[src/rtl/lsu_ctrl.sv]
// rtl/lsu_ctrl.sv - load/store unit controller for a word-wide data memory
// Handles sub-word loads with extension and sub-word stores via read-modify-write.
module lsu_ctrl #(
  parameter int ADDR_W = 10
) (
  input  logic              clk,
  input  logic              rst_n,
  input  logic              req_valid,
  output logic              req_ready,
  input  logic              req_we,
  input  logic [1:0]        req_size,
  input  logic              req_signed,
  input  logic [ADDR_W-1:0] req_addr,
  input  logic [31:0]       req_wdata,
  output logic              resp_valid,
  output logic [31:0]       resp_rdata,
  output logic              resp_err,
  output logic [ADDR_W-1:0] dm_addr,
  output logic [31:0]       dm_din,
  output logic              dm_we,
  input  logic [31:0]       dm_dout
);

  typedef enum logic [2:0] {S_IDLE, S_LOAD, S_RMW_RD, S_WRITE, S_RESP} state_t;

  state_t              state, state_nx;
  logic [1:0]          size_q;
  logic                sgn_q;
  logic [ADDR_W-1:0]   addr_q;
  logic [31:0]         merge_q;
  logic [31:0]         rdata_q;
  logic                err_q;
  logic                accept;
  logic                req_err;
  logic [7:0]          ld_byte;
  logic [15:0]         ld_half;
  logic [31:0]         ld_data;
  logic [31:0]         st_merge;

  assign accept  = req_valid && (state == S_IDLE);
  assign req_err = (req_size == 2'b11) ||
                   (req_size == 2'b01 && req_addr[0]) ||
                   (req_size == 2'b10 && (req_addr[1:0] != 2'b00));

  always_ff @(posedge clk or negedge rst_n) begin
    if (!rst_n) state <= S_IDLE;
    else        state <= state_nx;
  end

  always_comb begin
    state_nx = state;
    case (state)
      S_IDLE: begin
        if (accept) begin
          if (req_err)                state_nx = S_RESP;
          else if (!req_we)           state_nx = S_LOAD;
          else if (req_size == 2'b10) state_nx = S_WRITE;
          else                        state_nx = S_RMW_RD;
        end
      end
      S_LOAD:   state_nx = S_RESP;
      S_RMW_RD: state_nx = S_WRITE;
      S_WRITE:  state_nx = S_RESP;
      S_RESP:   state_nx = S_IDLE;
      default:  state_nx = S_IDLE;
    endcase
  end

  // Lane extraction for loads and lane replacement for sub-word stores.
  always_comb begin
    ld_byte = dm_dout[{addr_q[1:0], 3'b000} +: 8];
    ld_half = addr_q[1] ? dm_dout[31:16] : dm_dout[15:0];
    case (size_q)
      2'b00:   ld_data = {{24{sgn_q & ld_byte[7]}}, ld_byte};
      2'b01:   ld_data = {{16{sgn_q & ld_half[15]}}, ld_half};
      default: ld_data = dm_dout;
    endcase
    st_merge = dm_dout;
    if (size_q == 2'b00) st_merge[{addr_q[1:0], 3'b000} +: 8] = merge_q[7:0];
    else                 st_merge[{addr_q[1], 4'b0000} +: 16] = merge_q[15:0];
  end

  // merge_q holds raw store data until RMW_RD overwrites it with the merged word.
  always_ff @(posedge clk or negedge rst_n) begin
    if (!rst_n) begin
      size_q  <= 2'b00;
      sgn_q   <= 1'b0;
      addr_q  <= '0;
      merge_q <= 32'h0;
      rdata_q <= 32'h0;
      err_q   <= 1'b0;
    end else begin
      if (accept) begin
        size_q  <= req_size;
        sgn_q   <= req_signed;
        addr_q  <= req_addr;
        merge_q <= req_wdata;
        rdata_q <= 32'h0;
        err_q   <= req_err;
      end
      if (state == S_LOAD)   rdata_q <= ld_data;
      if (state == S_RMW_RD) merge_q <= st_merge;
    end
  end

  always_comb begin
    req_ready  = 1'b0;
    resp_valid = 1'b0;
    dm_we      = 1'b0;
    dm_addr    = '0;
    dm_din     = 32'h0;
    case (state)
      S_IDLE:  req_ready = 1'b1;
      S_LOAD, S_RMW_RD: dm_addr = {addr_q[ADDR_W-1:2], 2'b00};
      S_WRITE: begin
        dm_addr = {addr_q[ADDR_W-1:2], 2'b00};
        dm_din  = merge_q;
        dm_we   = 1'b1;
      end
      S_RESP:  resp_valid = 1'b1;
      default: req_ready = 1'b0;
    endcase
  end

  assign resp_rdata = rdata_q;
  assign resp_err   = err_q;

endmodule

[config.mk]
export PLATFORM = sky130hd
export DESIGN_NAME = lsu_ctrl
export DESIGN_NICKNAME = d
export VERILOG_FILES = /design/src/rtl/lsu_ctrl.sv
export SDC_FILE = /design/constraint.sdc
export NUM_CORES = 1
export LEC_CHECK = 0
export CAP_MARGIN = 25
export CELL_PAD_IN_SITES_DETAIL_PLACEMENT = 0
export CELL_PAD_IN_SITES_GLOBAL_PLACEMENT = 1
export CORE_MARGIN = 2
export CORE_UTILIZATION = 35
export CTS_BUF_LIST = sky130_fd_sc_hd__clkbuf_4 sky130_fd_sc_hd__clkbuf_8
export DETAILED_ROUTE_END_ITERATION = 8
export PLACE_DENSITY = 0.8
export SYNTH_ARGS = -nofsm -noshare
export SYNTH_HDL_FRONTEND = slang
export SYNTH_SLANG_ARGS = --single-unit
[constraint.sdc]
create_clock -name clk -period 3.05 [get_ports clk]
set_clock_uncertainty 0.05 [all_clocks]
set_input_delay 0.4575 -clock clk [delete_from_list [all_inputs] [get_ports clk]]
set_output_delay 0.4575 -clock clk [all_outputs]
set_load 0.02 [all_outputs]
Word-level counts from Yosys, hierarchy flattened:

Index checks and enable logic that the tools add are counted.

* add/subtract/negate cells: 2
* equality and inequality tests: 9
* shift operators: 5
* multiplexer cells: 19
* bitwise operators: 2
* reductions and logical operators: 12

Operators with widths (count)
* $mux W32: 6
* $bwmux W32: 2
* $pmux W32 S2: 1
* $shift A16 B7 Y32 const A: 1
* $shift A8 B7 Y32 const A: 1
* $shiftx A16 B7 Y32: 1
* $shiftx A32 B6 Y8: 1
* $shiftx A8 B7 Y32: 1
* $mux W16: 1
* $neg A5 Y7: 2
* $mux W10: 1
* $pmux W3 S3: 1
* $eq A3 B2 Y1 const B: 2
* $mux W3: 2
* $reduce_bool A2 Y1: 3
* $eq A2 B1 Y1 const B: 2
* $eq A2 B2 Y1 const B: 2
* $mux W1: 4
* $eq A3 B1 Y1 const B: 1
* $eq A3 B3 Y1 const B: 1
* $logic_and A1 B1 Y1: 3
* $logic_not A3 Y1: 1
* $reduce_or A3 Y1: 1
* $and A1 B1 Y1: 2
* other kinds (5): 6

* register bits: 81
* input port bits: 81
* output and inout port bits: 78
* logic and storage cells: 56

Longest topological paths before layout:

* depth in word-level cells: 7
* depth in mapped cells: 8
* gate-level depth less buffers: 6

Worst setup path before layout:

No wires, ideal clock.

* path type: flip-flop to flip-flop
* from: register addr_q[1]
* to: register merge_q[16]
* setup time: 0.082 ns
* data arrival time: 1.972 ns
* required time: 2.918 ns
* path slack: 0.946 ns
* cell stages (with the launch flop): 9
* buffers on the path: 2
* clock period less this slack: 2.104 ns
* cell sequence: dfrtp_1 -> clkbuf_1 -> inv_1 -> ha_1 -> and4bb_2 -> buf_1 -> a221oi_1 -> a211o_1 -> a31oi_1

* word-level cells in the longest chain between the ends: 5

Ends and longest elaborated chain
* start, declared: line 29 `logic [ADDR_W-1:0] addr_q;`
* start signal, assigned: line 96 `addr_q <= req_addr;`
* $neg A5 Y7 (on tied branches): line 80, 79
* $shiftx A16 B7 Y32, or another cell as far along: line 80 `else st_merge[{addr_q[1], 4'b0000} +: 16] = merge_q[15:0];`
* $bwmux W32 (on tied branches): line 80, 79
* $mux W32 *: line 79 `if (size_q == 2'b00) st_merge[{addr_q[1:0], 3'b000} +: 8] = merge_q[7:0];`
* $mux W32 *: line 102 `if (state == S_RMW_RD) merge_q <= st_merge;`
* end signal, assigned: line 97 `merge_q <= req_wdata;`
* end signal, assigned: line 102
* end, declared: line 30 `logic [31:0] merge_q;`

Mark *: on every way between the ends. The rest lies on a longest branch, timed or not.
A chain may end at the register's enable or synchronous reset.

Worst setup path after layout:

* from: register state[1]
* to: output port dm_din[13]

* word-level cells in the longest chain between the ends: 2

Ends and longest elaborated chain
* start, declared: line 26 `state_t state, state_nx;`
* start signal, assigned: line 47 `else state <= state_nx;`
* $eq A3 B2 Y1: line 112 `case (state)`
* $mux W32: line 112
* end, declared: line 19 `output logic [31:0] dm_din,`

Every way passes these cells.

==> reports/qor.csv <==
stage,metric,value,unit
routing,Remaining DRCs,0,
setup_path,Worst Path Arrival,2.18,ns
pwr,"IR drop worst, VDD",373,µV
setup_path,cells along the critical path,"nor3b_2, buf_4, and2_1, clkdlybuf4s50_1",
floorplan,Die ar.,14500,µm²
setup_path,r2r setup slk,0.62,ns
clock_tree,CTS H-tree depth,3,
logic_synthesis,#FFs+latches synth,81,
setup_path,slowest library cell on the worst path,clkdlybuf4s50_1,
floorplan,starting density of the core,35.8,%
timing,fmax,373,MHz
logic_synthesis,Mean Syn Cell Area,9.35,µm²
run,Max-Cap Viols,0,
placement,hpwl dp,11800,µm
setup_path,RR Startpoint,addr_q[1],
logic_synthesis,largest area contributor in the netlist,dfrtp_1,
timing,max-slew violation count,0,
logic_synthesis,top-area cell type share of the netlist area,42.8,%
routing,DR WL/cell,19.0,µm
logic_synthesis,ys flop type,dfrtp_1,
floorplan,die height,120,µm
timing,Slew @ Worst Pin,1.12,ns
grt,first-pass GRT wire length,24900,µm
clock_tree,CTS tree,built,
cells_and_area,filler cell count,1269,
routing,number of detailed-route iterations in the first pass,5,
timing,setup tns final,0,ns
logic_synthesis,post-synthesis sequential area ratio,42.8,%
placement,GPL Wtd Cong,0.896,
clock_tree,clk sinks,81,
pwr,final total power,6.45,mW
logic_synthesis,number of synthesized flops with an enable pin,0,
clock_tree,"Reg clk slew, reported paths",0.08,ns
setup_path,Reg2Reg Depth,5,
timing,Final Hold Fails,0,
setup_path,startpoint types,flip-flop,
setup_path,end of the worst register-to-register path,resp_rdata[27],
clock_tree,total CTS buffers,9,
logic_synthesis,post-synthesis cell count,507,
cells_and_area,final instance area,6640,µm²
routing,via count,4552,
logic_synthesis,synth unique cells,53,
cells_and_area,Area Overhead vs Synth,40.0,%
placement,dpl ws,0.475,ns
setup_path,Crit path required time,2.54,ns
cells_and_area,ANT cells,0,
logic_synthesis,"top cells by area, synth","dfrtp_1, and2_1, mux2_2",
grt,pin count of the biggest net entering global routing,82,
floorplan,Core Region,13200,µm²
logic_synthesis,yosys warns,0,
hold_path,Hold/Removal Path Class,primary input to asynchronous set/reset pin,
timing,Final Cycle Share,88.0,%
timing,worst setup margin,0.367,ns
routing,DR WL met2,7020,µm
routing,Via density,5.50,
pwr,P per Cell Area,972,nW/µm²
placement,PortBufs,156,
clock_tree,root buffer cell,clkbuf_8,
clock_tree,Worst-Skew Late Latency,0.36,ns
grt,total global routing overflow,0,
timing,hold slack final,0.0235,ns
routing,antenna-violating nets left,0,
floorplan,Die Wd,120,µm
timing,# setup viols final,0,
grt,GRT Util Overall,22.1,%
placement,Placed Area,6400,µm²
timing,RSZ-0062 raised after global routing,false,
timing,relative slew slack,24.7,%
logic_synthesis,Async SR Flop Fraction,100,%
clock_tree,post-CTS sizing,0,
logic_synthesis,mapped cell area,4740,µm²
cells_and_area,layout cells sized above 1,9.52,%
routing,iteration-0 DRC count of the detailed router,363,
routing,DR WL met3,1460,µm
floorplan,# rows,42,
floorplan,Ports,159,
grt,vias in the first global route,4434,
clock_tree,setup bufs post-CTS,0,
grt,number of antenna violations at the first check in global routing,0,
setup_path,CP Max Fanout,33,
routing,WL final,15700,µm
setup_path,Setup Crit Path Kind,flip-flop to output pin,
clock_tree,cts hold-fix bufs,0,
clock_tree,Max Buffers Root-to-Sink,2,
setup_path,CP Capture Type,output pin,
pwr,Lkg Pwr,2.79,nW
outcome,status,finished clean,
cells_and_area,Final #Nets,733,
routing,top sig layer,met4,
timing,clock period minus worst slack,2.68,ns
routing,M1 WL,6970,µm
setup_path,CP max stage delay,0.61,ns
## cell usage after synthesis, types with 17 or more instances
master and instances:
mux2_2 20, dfrtp_1 81, a21oi_1 26, o21ai_0 28
and2_1 43, a221oi_1 20, nand2_1 50, nor2_1 40
mux2i_1 18, a31oi_1 17
## flip-flops by register name, indices dropped and copies added, names as in the netlist
signal / cells
size_q: 2
sgn_q: 1
state: 3
resp_err: 1
merge_q: 32
resp_rdata: 32
addr_q: 10
## worst max path at each step
stage,startpoint,endpoint,slack (ns),cells past startpoint
3_3_place_gp,req_valid,resp_rdata[26],0.60,5
2_1_floorplan,addr_q[1],merge_q[16],0.95,8
6_report,state[1],dm_din[13],0.37,4
4_1_cts,state[1],dm_din[5],0.35,4
3_5_place_dp,dm_dout[31],resp_rdata[27],0.47,5
5_1_grt,state[1],dm_din[13],0.24,4
## critical path: cells and delay by family (launching register included)
family                 cells  cell delay (ns)
flip-flops                 1             0.53
buffers and inverters      2             0.88
AND/OR/NAND/NOR            2             0.40
## metal layers
| metal | vias to the layer above | GRT usage [%] |
|---|---|---|
| met3 | 23 | 5.52 |
| li1 | 2122 | - |
| met4 | 0 | 7.19 |
| met5 | - | 0 |
| met1 | 2205 | 30.9 |
| met2 | 202 | 33.5 |
## area by class of cell
| type | instances | area [µm²] | share of cell area, % |
|---|---|---|---|
| multi-input combinational | 371 | 2460 | 37.0 |
| sequential | 81 | 2030 | 30.5 |
| timing repair buffer | 167 | 1650 | 24.9 |
| tap | 176 | 220 | 3.32 |
| clock buffer | 13 | 179 | 2.70 |
| inverter | 17 | 63.8 | 0.962 |
| clock inverter | 2 | 35.0 | 0.528 |
## report_power, final
part	total [mW]	internal, mW	switching [mW]
logic	3.53	1.57	1.96
registers	2.07	1.58	0.485
clock network	0.853	0.462	0.390
total	6.45	3.61	2.83
## per-stage QoR
stage	utilization [%]	instances
after global routing	50.1	827
final	50.1	827
after global placement	48.3	811
after detailed placement	48.3	811
after floorplan	-	508
after CTS	50.0	826
## cells in the final DEF (no fill, tap or decap), types with 2 or more instances in the layout
master,instances
ha_1,5
o22ai_1,4
o21ai_0,28
o31ai_1,9
or3b_1,3
o21ai_1,2
nor2_1,40
a22oi_1,16
nor2_2,2
or2_2,2
inv_1,16
a22o_1,8
a31oi_1,17
and3_1,2
a221o_1,3
a221oi_1,20
o2bb2ai_1,4
clkdlybuf4s50_1,155
nand3_1,8
clkbuf_8,13
a211oi_1,8
dfrtp_1,81
buf_4,11
nor3b_1,2
nand2_1,50
nor3_1,2
mux2_2,20
mux2i_1,18
a211o_1,8
and2_1,43
conb_1,2
a21oi_1,26
## cell families (layout without fill, tap and decap cells)
logic type / after synthesis / after routing / synth area share, %
AOI/OAI and AO/OA: 162 / 162 / 24.0
adders and majority gates: 5 / 5 / 1.32
other: 1 / 2 / 0.0791
DFF: 81 / 81 / 42.8
buffers and inverters: 56 / 199 / 5.60
and+or+nand+nor: 164 / 164 / 17.7
muxes: 38 / 38 / 8.55
Power figures use the tool's default switching activity.
